### src/rtl/decode_cycle.sv
// ID stage: 32x32 register file (write-first bypass), control/ALU decode, immediate sign-extension.
// One-cycle latency into the ID/EX register; no stall path, FlushE zeroes only the control fields.
module decode_cycle #(
  parameter int XLEN   = 32,
  parameter int REG_AW = 5
) (
  input  logic              clk,
  input  logic              rst,
  input  logic [XLEN-1:0]   InstrD,
  input  logic [XLEN-1:0]   PCD,
  input  logic [XLEN-1:0]   PCPlus4D,
  input  logic              RegWriteW,
  input  logic [REG_AW-1:0] RDW,
  input  logic [XLEN-1:0]   ResultW,
  input  logic              FlushE,
  output logic              RegWriteE,
  output logic              ALUSrcE,
  output logic              MemWriteE,
  output logic              ResultSrcE,
  output logic              BranchE,
  output logic [2:0]        ALUControlE,
  output logic [XLEN-1:0]   RD1_E,
  output logic [XLEN-1:0]   RD2_E,
  output logic [XLEN-1:0]   Imm_Ext_E,
  output logic [REG_AW-1:0] RS1_E,
  output logic [REG_AW-1:0] RS2_E,
  output logic [REG_AW-1:0] RD_E,
  output logic [XLEN-1:0]   PCE,
  output logic [XLEN-1:0]   PCPlus4E
);

  localparam int NREG = 2 ** REG_AW;

  localparam logic [6:0] OP_LW   = 7'b0000011;
  localparam logic [6:0] OP_SW   = 7'b0100011;
  localparam logic [6:0] OP_R    = 7'b0110011;
  localparam logic [6:0] OP_IALU = 7'b0010011;
  localparam logic [6:0] OP_BEQ  = 7'b1100011;

  typedef struct packed {
    logic       reg_write;
    logic       alu_src;
    logic       mem_write;
    logic       result_src;
    logic       branch;
    logic [2:0] alu_ctrl;
  } ctrl_t;

  typedef struct packed {
    ctrl_t             ctrl;
    logic [XLEN-1:0]   rd1;
    logic [XLEN-1:0]   rd2;
    logic [XLEN-1:0]   imm;
    logic [REG_AW-1:0] rs1;
    logic [REG_AW-1:0] rs2;
    logic [REG_AW-1:0] rd;
    logic [XLEN-1:0]   pc;
    logic [XLEN-1:0]   pc_plus4;
  } idex_t;

  logic [XLEN-1:0]   rf_q [NREG];
  logic [XLEN-1:0]   rf_d [NREG];
  logic [REG_AW-1:0] rs1, rs2;
  logic [XLEN-1:0]   rd1, rd2;
  logic              wr_en;
  ctrl_t             ctrl;
  logic [XLEN-1:0]   imm;
  idex_t             idex_d, idex_q;

  assign rs1   = InstrD[19:15];
  assign rs2   = InstrD[24:20];
  assign wr_en = RegWriteW && (RDW != '0);

  always_comb begin
    rf_d = rf_q;
    if (wr_en) rf_d[RDW] = ResultW;
  end

  // Same-cycle writeback is forwarded so the decoded operand is never stale.
  always_comb begin
    rd1 = '0;
    rd2 = '0;
    if (rs1 != '0) rd1 = (wr_en && RDW == rs1) ? ResultW : rf_q[rs1];
    if (rs2 != '0) rd2 = (wr_en && RDW == rs2) ? ResultW : rf_q[rs2];
  end

  always_comb begin
    ctrl = '0;
    imm  = '0;
    unique case (InstrD[6:0])
      OP_LW: begin
        ctrl.reg_write  = 1'b1;
        ctrl.alu_src    = 1'b1;
        ctrl.result_src = 1'b1;
        imm = {{(XLEN-12){InstrD[31]}}, InstrD[31:20]};
      end
      OP_SW: begin
        ctrl.mem_write = 1'b1;
        ctrl.alu_src   = 1'b1;
        imm = {{(XLEN-12){InstrD[31]}}, InstrD[31:25], InstrD[11:7]};
      end
      OP_R, OP_IALU: begin
        ctrl.reg_write = 1'b1;
        ctrl.alu_src   = (InstrD[6:0] == OP_IALU);
        if (InstrD[6:0] == OP_IALU) imm = {{(XLEN-12){InstrD[31]}}, InstrD[31:20]};
        case (InstrD[14:12])
          3'b000:  ctrl.alu_ctrl = (InstrD[6:0] == OP_R && InstrD[30]) ? 3'b001 : 3'b000;
          3'b111:  ctrl.alu_ctrl = 3'b010;
          3'b110:  ctrl.alu_ctrl = 3'b011;
          3'b010:  ctrl.alu_ctrl = 3'b101;
          default: ctrl.alu_ctrl = 3'b000;
        endcase
      end
      OP_BEQ: begin
        ctrl.branch   = 1'b1;
        ctrl.alu_ctrl = 3'b001;
        imm = {{(XLEN-13){InstrD[31]}}, InstrD[31], InstrD[7], InstrD[30:25], InstrD[11:8], 1'b0};
      end
      default: ;
    endcase
  end

  always_comb begin
    idex_d          = '0;
    idex_d.ctrl     = FlushE ? '0 : ctrl;
    idex_d.rd1      = rd1;
    idex_d.rd2      = rd2;
    idex_d.imm      = imm;
    idex_d.rs1      = rs1;
    idex_d.rs2      = rs2;
    idex_d.rd       = InstrD[11:7];
    idex_d.pc       = PCD;
    idex_d.pc_plus4 = PCPlus4D;
  end

  always_ff @(posedge clk or negedge rst) begin
    if (!rst) begin
      for (int i = 0; i < NREG; i++) rf_q[i] <= '0;
      idex_q <= '0;
    end else begin
      rf_q   <= rf_d;
      idex_q <= idex_d;
    end
  end

  assign RegWriteE   = idex_q.ctrl.reg_write;
  assign ALUSrcE     = idex_q.ctrl.alu_src;
  assign MemWriteE   = idex_q.ctrl.mem_write;
  assign ResultSrcE  = idex_q.ctrl.result_src;
  assign BranchE     = idex_q.ctrl.branch;
  assign ALUControlE = idex_q.ctrl.alu_ctrl;
  assign RD1_E       = idex_q.rd1;
  assign RD2_E       = idex_q.rd2;
  assign Imm_Ext_E   = idex_q.imm;
  assign RS1_E       = idex_q.rs1;
  assign RS2_E       = idex_q.rs2;
  assign RD_E        = idex_q.rd;
  assign PCE         = idex_q.pc;
  assign PCPlus4E    = idex_q.pc_plus4;

endmodule

### config.mk
export PLATFORM = sky130hd
export DESIGN_NAME = decode_cycle
export DESIGN_NICKNAME = d
export VERILOG_FILES = /design/src/rtl/decode_cycle.sv
export SDC_FILE = /design/constraint.sdc
export NUM_CORES = 2
export LEC_CHECK = 0
export CAP_MARGIN = 25
export CORE_MARGIN = 1.5
export CORE_UTILIZATION = 35
export DETAILED_ROUTE_END_ITERATION = 7
export HOLD_SLACK_MARGIN = 0.02
export PLACE_DENSITY = 0.6
export SLEW_MARGIN = 30
export SYNTH_ARGS = -nofsm -noshare
export SYNTH_HDL_FRONTEND = slang
export SYNTH_SLANG_ARGS = --single-unit
### constraint.sdc
create_clock -name clk -period 2.4 [get_ports clk]
set_input_delay 0.48 -clock clk [delete_from_list [all_inputs] [get_ports clk]]
set_output_delay 0.48 -clock clk [all_outputs]
set_load 0.005 [all_outputs]
Yosys cells after proc, flatten, opt, wreduce, memory -nomap -nowiden
Index checks and enable logic that the tools add are counted.
{ "word_totals": {"register_bits": 1207, "latch_bits": 0, "mem_bits_rw": 0, "romBits": 0, "input_bits": 137, "output_inout_bits": 183, "word_cells": 99, "n_memories": 0} }
{ "op_classes": {"addsub": 0, "n_mul": 0, "n_div": 0, "n_lt_le_gt_ge": 4, "n_eq_ne": 10, "shifts": 0, "mux": 24, "n_bitwise": 3, "n_reduce_logical": 12} }
{ "ops": {"columns": ["op", "count"], "rows": [
  ["1024-bit bitwise mux", 1],
  ["32-bit binary-select mux with 5-bit select", 2],
  ["32-bit two-way mux", 10],
  ["32-bit demux with 5-bit select", 1],
  ["32-bit case mux with 4 select lines", 1],
  ["6-bit >= comparator, second input constant", 3],
  ["5-bit inverter with 6-bit output", 3],
  ["5-bit nonzero test", 3],
  ["7-bit by 6-bit == test with 1-bit output, second input constant", 2],
  ["3-bit case mux with 4 select lines", 1],
  ["5-bit == test", 2],
  ["8-bit two-way mux", 1],
  ["7-bit by 2-bit == test with 1-bit output, second input constant", 1],
  ["7-bit by 5-bit == test with 1-bit output, second input constant", 1],
  ["7-bit == test, second input constant", 1],
  ["3-bit == test, second input constant", 2],
  ["6-bit by 1-bit < comparator with 1-bit output, second input constant", 1],
  ["3-bit case mux with 2 select lines", 1],
  ["1-bit logical AND", 5],
  ["1-bit two-way mux", 5],
  ["2-bit OR reduction", 2],
  ["3-bit by 2-bit == test with 1-bit output, second input constant", 1],
  ["3-bit zero test", 1],
  ["3-bit OR reduction", 1],
  ["1-bit case mux with 2 select lines", 1]
]} }

Depth between registers and ports, before layout
{ "logic_depth": {"word_depth": 6, "depth_mapped": 10, "mapped_depth_nobuf": 5} }

Worst setup path before layout
OpenSTA, ideal clock, no wires.
{ "synth_timing": {"kind": "input port to flip-flop", "start": "input InstrD[20]", "end": "register idex_q, in the netlist RD2_E[22]", "setup_time_ns": 0.124, "arrival_time_ns": 2.135, "required_ns": 2.276, "path_slack_ns": 0.141, "path_stages": 7, "n_path_buf": 3, "path_cell_list": "buf_4 buf_6 buf_2 mux4_2 a22oi_1 a21oi_1 a211o_1"} }
{ "synth_lines": {"columns": ["item", "line_no", "rtl"], "rows": [
  ["from (decl)", "9", "input logic [XLEN-1:0] InstrD,"],
  ["to (signal assigned)", "142", "idex_q <= idex_d;"],
  ["to (decl)", "68", "idex_t idex_d, idex_q;"]
]} }

==> out/results.txt <==
The run gives 0 as the number of nets with antenna violations after detailed routing. The min-delay analysis places its worst path in the category in -> reg. The total global-route track usage was 0.2443; the number of synthesized flops with an enable pin was 0. Summed over all layers, the routed wires come to 214.0 mm. STA classifies the critical path startpoint as an input pin.

The number of library cell types mapped by synthesis was 66. The global route total overflow is 0, and the worst-case vdd ir drop is 0.7552 mV. The die width is 417.1 um.

The run gives 28,100 um2 as the multi-input combinational cell area. The number of buffers inserted by port buffering is 319. Data on the critical path arrives at its endpoint at 3.06 ns.

In this run the power density over the cells is 798.9 nW/um2. The run finished with clean final reports. Summed over all nets, the half-perimeter wirelength after detailed placement is 144.5 mm. The tools report the detailed-routing iteration count for the pre-antenna-repair pass as 6. The setup violation total in the final timing report was 0; the fraction of layout instances using a drive strength above 1 was 0.4813. The number of hold-slack violations in the final timing report came out at 0. For the wire length of the first global-routing pass, the log shows 310.1 mm. The fraction of registers with async set or reset after synthesis is 1.000.

The run gives 32.73 nW as the cell leakage power. The cell sitting at the root of the clock tree is a sky130_fd_sc_hd__clkbuf_16. The final-report max-slew violation count came out at 0.

Counting the fill cells in the layout gives 15,040. For the worst-skew pair later-pin latency, the log shows 0.79 ns. The clock net sink count was 1,188. TritonCTS built the clock tree.

The run gives 0.4953 as the share of the yosys chip area belonging to registers. The worst hold slack after final layout was 0.06802 ns; the vertical extent of the die was 417.1 um. The share of the cycle needed by the critical path after routing is 0.9752. Yosys instantiated no cell more often than sky130_fd_sc_hd__dfrtp_1. The critical path is of the in -> reg type.

The minimum clock period after layout works out to 2.340 ns. The transition time of the tightest slew-check pin works out to 0.8809 ns. The area added between synthesis and finish is 24.93%, and the cell count after synthesis is 4,097. The cell taking the most area after synthesis is sky130_fd_sc_hd__dfrtp_1. The switching share of power is 0.2725. For the tightest slew margin relative to the limit, the log shows 0.3976.

In this run, the number of DRC markers left after iteration 0 of detailed routing was 3,796. In the synthesized netlist, the cells that appear most often are sky130_fd_sc_hd__dfrtp_1 (1,188), sky130_fd_sc_hd__mux2_2 (1,043), sky130_fd_sc_hd__mux4_2 (381). The number of ports placed on the die boundary came out at 320. The part of the total power dissipated in combinational logic is 0.197, and the setup clock skew after layout is 0.03375 ns. After the last flow step, the layout net total stands at 4,832.

Data on the critical path is required at its endpoint by 3.12 ns. The run gives 41,310 as the routed via count. Routability-driven placement finished with a final weighted congestion of 0.8938.

The tools report the initial antenna violation count as 5. The logs give 4,234 for the total nets after synthesis and 111 for the pin count of the biggest net entering global routing. Setup repair after global routing left no endpoint under its margin.

The tools report the worst-case clock buffer depth as 3. The tools report the area of the core as 169,800 um2. The run gives 42,410 as the number of global-route vias before repair. The logs give 0.3534 for the effective utilization at floorplan and 29,740 um2 for the storage element area. Clock-pin slew was measured on the worst setup and hold paths at 0.06 ns.

Yosys attributes the largest share of cell area to sky130_fd_sc_hd__dfrtp_1 (50%), sky130_fd_sc_hd__mux2_2 (20%), sky130_fd_sc_hd__mux4_2 (14%), sky130_fd_sc_hd__mux2i_1 (4.5%), sky130_fd_sc_hd__clkbuf_1 (1.4%). Internal power comes to 43.58 mW. The Yosys step of the flow raised 0 warnings. The total die area is 174,000 um2, and the post-synthesis sequential element count is 1,188.

Post-synthesis cell area: 60,020 um2. For the fmax, the log shows 0.4273 GHz. STA classifies the critical path endpoint as a flop.

The part of the power in registers is 0.438. For this run, design rule violations remaining after detail routing come to 0. Of all nets on the critical path, the largest fanout is 10.

In the routed layout, each cell is associated on average with a via count of 5.888. Dividing the detail-routed wire length by the instance count gives 30.50 um. For the final routed database, the setup TNS stands at 0 ns. In this run, CTS created clock tree buffers numbering 140. Summed over all nets, the switching power comes to 16.32 mW. In this run the mean area of a mapped cell was 14.65 um2. Row generation in the floorplan step produced 151 rows. The H-tree was split into 4 levels. Max-cap violations in this run came to 0.

Proportion of power drawn by the clock network: 0.365. The area share of the largest cell type after synthesis is 0.4953. For this run, the leading register cell type out of synthesis is sky130_fd_sc_hd__dfrtp_1.
[power groups by stage]
stage / logic [mW] / registers [mW] / clock network, mW
6_report: 11.8 / 26.3 / 21.8
5_1_grt: 12.6 / 26.7 / 23.0
4_1_cts: 11.8 / 26.2 / 22.2
3_5_place_dp: 11.8 / 26.5 / 0
3_3_place_gp: 11.6 / 26.3 / 0
2_1_floorplan: 7.82 / 25.5 / 0
[through the flow]
step,cells,instance area [um2],utilization,worst slack [ns],power (mW)
2_1_floorplan,4097,60020,-,0.1415,33.30
3_3_place_gp,6766,70240,0.4136,-0.5665,37.87
3_5_place_dp,6766,70240,0.4136,-0.5874,38.26
4_1_cts,7015,74970,0.4414,0.01672,60.19
5_1_grt,7015,74970,0.4414,0.005323,62.28
6_report,7017,74980,0.4414,0.05954,59.90
[what timing repair did]
item                                   in CTS  in global routing
setup endpoints to repair                  26                  0
buffers inserted                            3                  0
gates resized for setup                     8                  0
hold buffers                                2                  0
endpoints found under the hold margin     211                  0
[cell usage in the layout (no fill, tap or decap), drive strengths merged, types with 43 or more instances in the layout]
master	Yosys	routed
nor2	69	69
mux2i	270	270
buf	230	603
nor3	43	43
nand2	55	55
a21oi	43	43
o22ai	80	80
mux2	1043	1043
a221oi	65	65
mux4	381	381
o21ai	68	68
dfrtp	1188	1188
clkdlybuf4s50	0	308
clkbuf	229	205
[logic make-up (layout without fill, tap and decap cells)]
family | count (synthesis) | in the layout | share of synthesized area
flip-flops | 1188 | 1188 | 0.4953
other | 0 | 2 | 0
AND/OR/NAND/NOR | 278 | 278 | 0.02375
buffers and inverters | 465 | 1165 | 0.03984
AO/OA/AOI/OAI | 462 | 462 | 0.05591
XOR/XNOR | 10 | 10 | 0.001459
multiplexers | 1694 | 1694 | 0.3837
[area by class of cell]
cell class | count | area share
Antenna cell | 2 | 0.00006675
Clock buffer | 203 | 0.05428
Clock inverter | 41 | 0.008093
Inverter | 6 | 0.0003004
Multi-Input combinational cell | 2444 | 0.3748
Sequential cell | 1188 | 0.3966
Tap cell | 2218 | 0.03701
Timing Repair Buffer | 915 | 0.1288
[registers in the layout, indices dropped and copies added (netlist names)]
name	count
ALUControlE	3
MemWriteE	1
RD_E	5
Imm_Ext_E	13
BranchE	1
RD2_E	32
rf_q	1024
ALUSrcE	1
RD1_E	32
RS1_E	5
RS2_E	5
RegWriteE	1
PCE	32
ResultSrcE	1
PCPlus4E	32
[layer usage]
metal  global-route usage  vias up  wire length (um)
li1                     -    16920                 -
met1               0.3223    22330             88370
met2               0.3999     1643            103500
met3              0.04234      417             13270
met4              0.09495        6              8841
met5                    0        -                31
[path summary, 6_finish.rpt]
kind / cells past startpoint / endpoint / start / slack [ns]
setup / recovery: 10 / RD2_E[28]$_DFF_PN0_ / InstrD[22] / 0.06
hold / removal: 2 / RS2_E[0]$_DFF_PN0_ / InstrD[20] / 0.07
setup reg to reg: 7 / RD2_E[15]$_DFF_PN0_ / rf_q[271]$_DFFE_PN0P_ / 0.37
hold reg to reg: 0 / rf_q[1018]$_DFFE_PN0P_ / rf_q[1018]$_DFFE_PN0P_ / 0.40
max in group asynchronous: 4 / rf_q[695]$_DFFE_PN0P_ / rst / 1.19
min in group asynchronous: 2 / rf_q[213]$_DFFE_PN0P_ / rst / 0.20
[worst max-delay path, cell delays in order]
cell	delay, ns
sky130_fd_sc_hd__dlygate4sd3_1	0.55
sky130_fd_sc_hd__buf_6	0.20
sky130_fd_sc_hd__buf_12	0.18
sky130_fd_sc_hd__buf_4	0.14
sky130_fd_sc_hd__and2_1	0.21
sky130_fd_sc_hd__buf_12	0.18
sky130_fd_sc_hd__a221oi_1	0.40
sky130_fd_sc_hd__o21ai_0	0.16
sky130_fd_sc_hd__a211oi_1	0.40
sky130_fd_sc_hd__a211o_1	0.15
No activity file was read; power rests on OpenSTA's default activity.
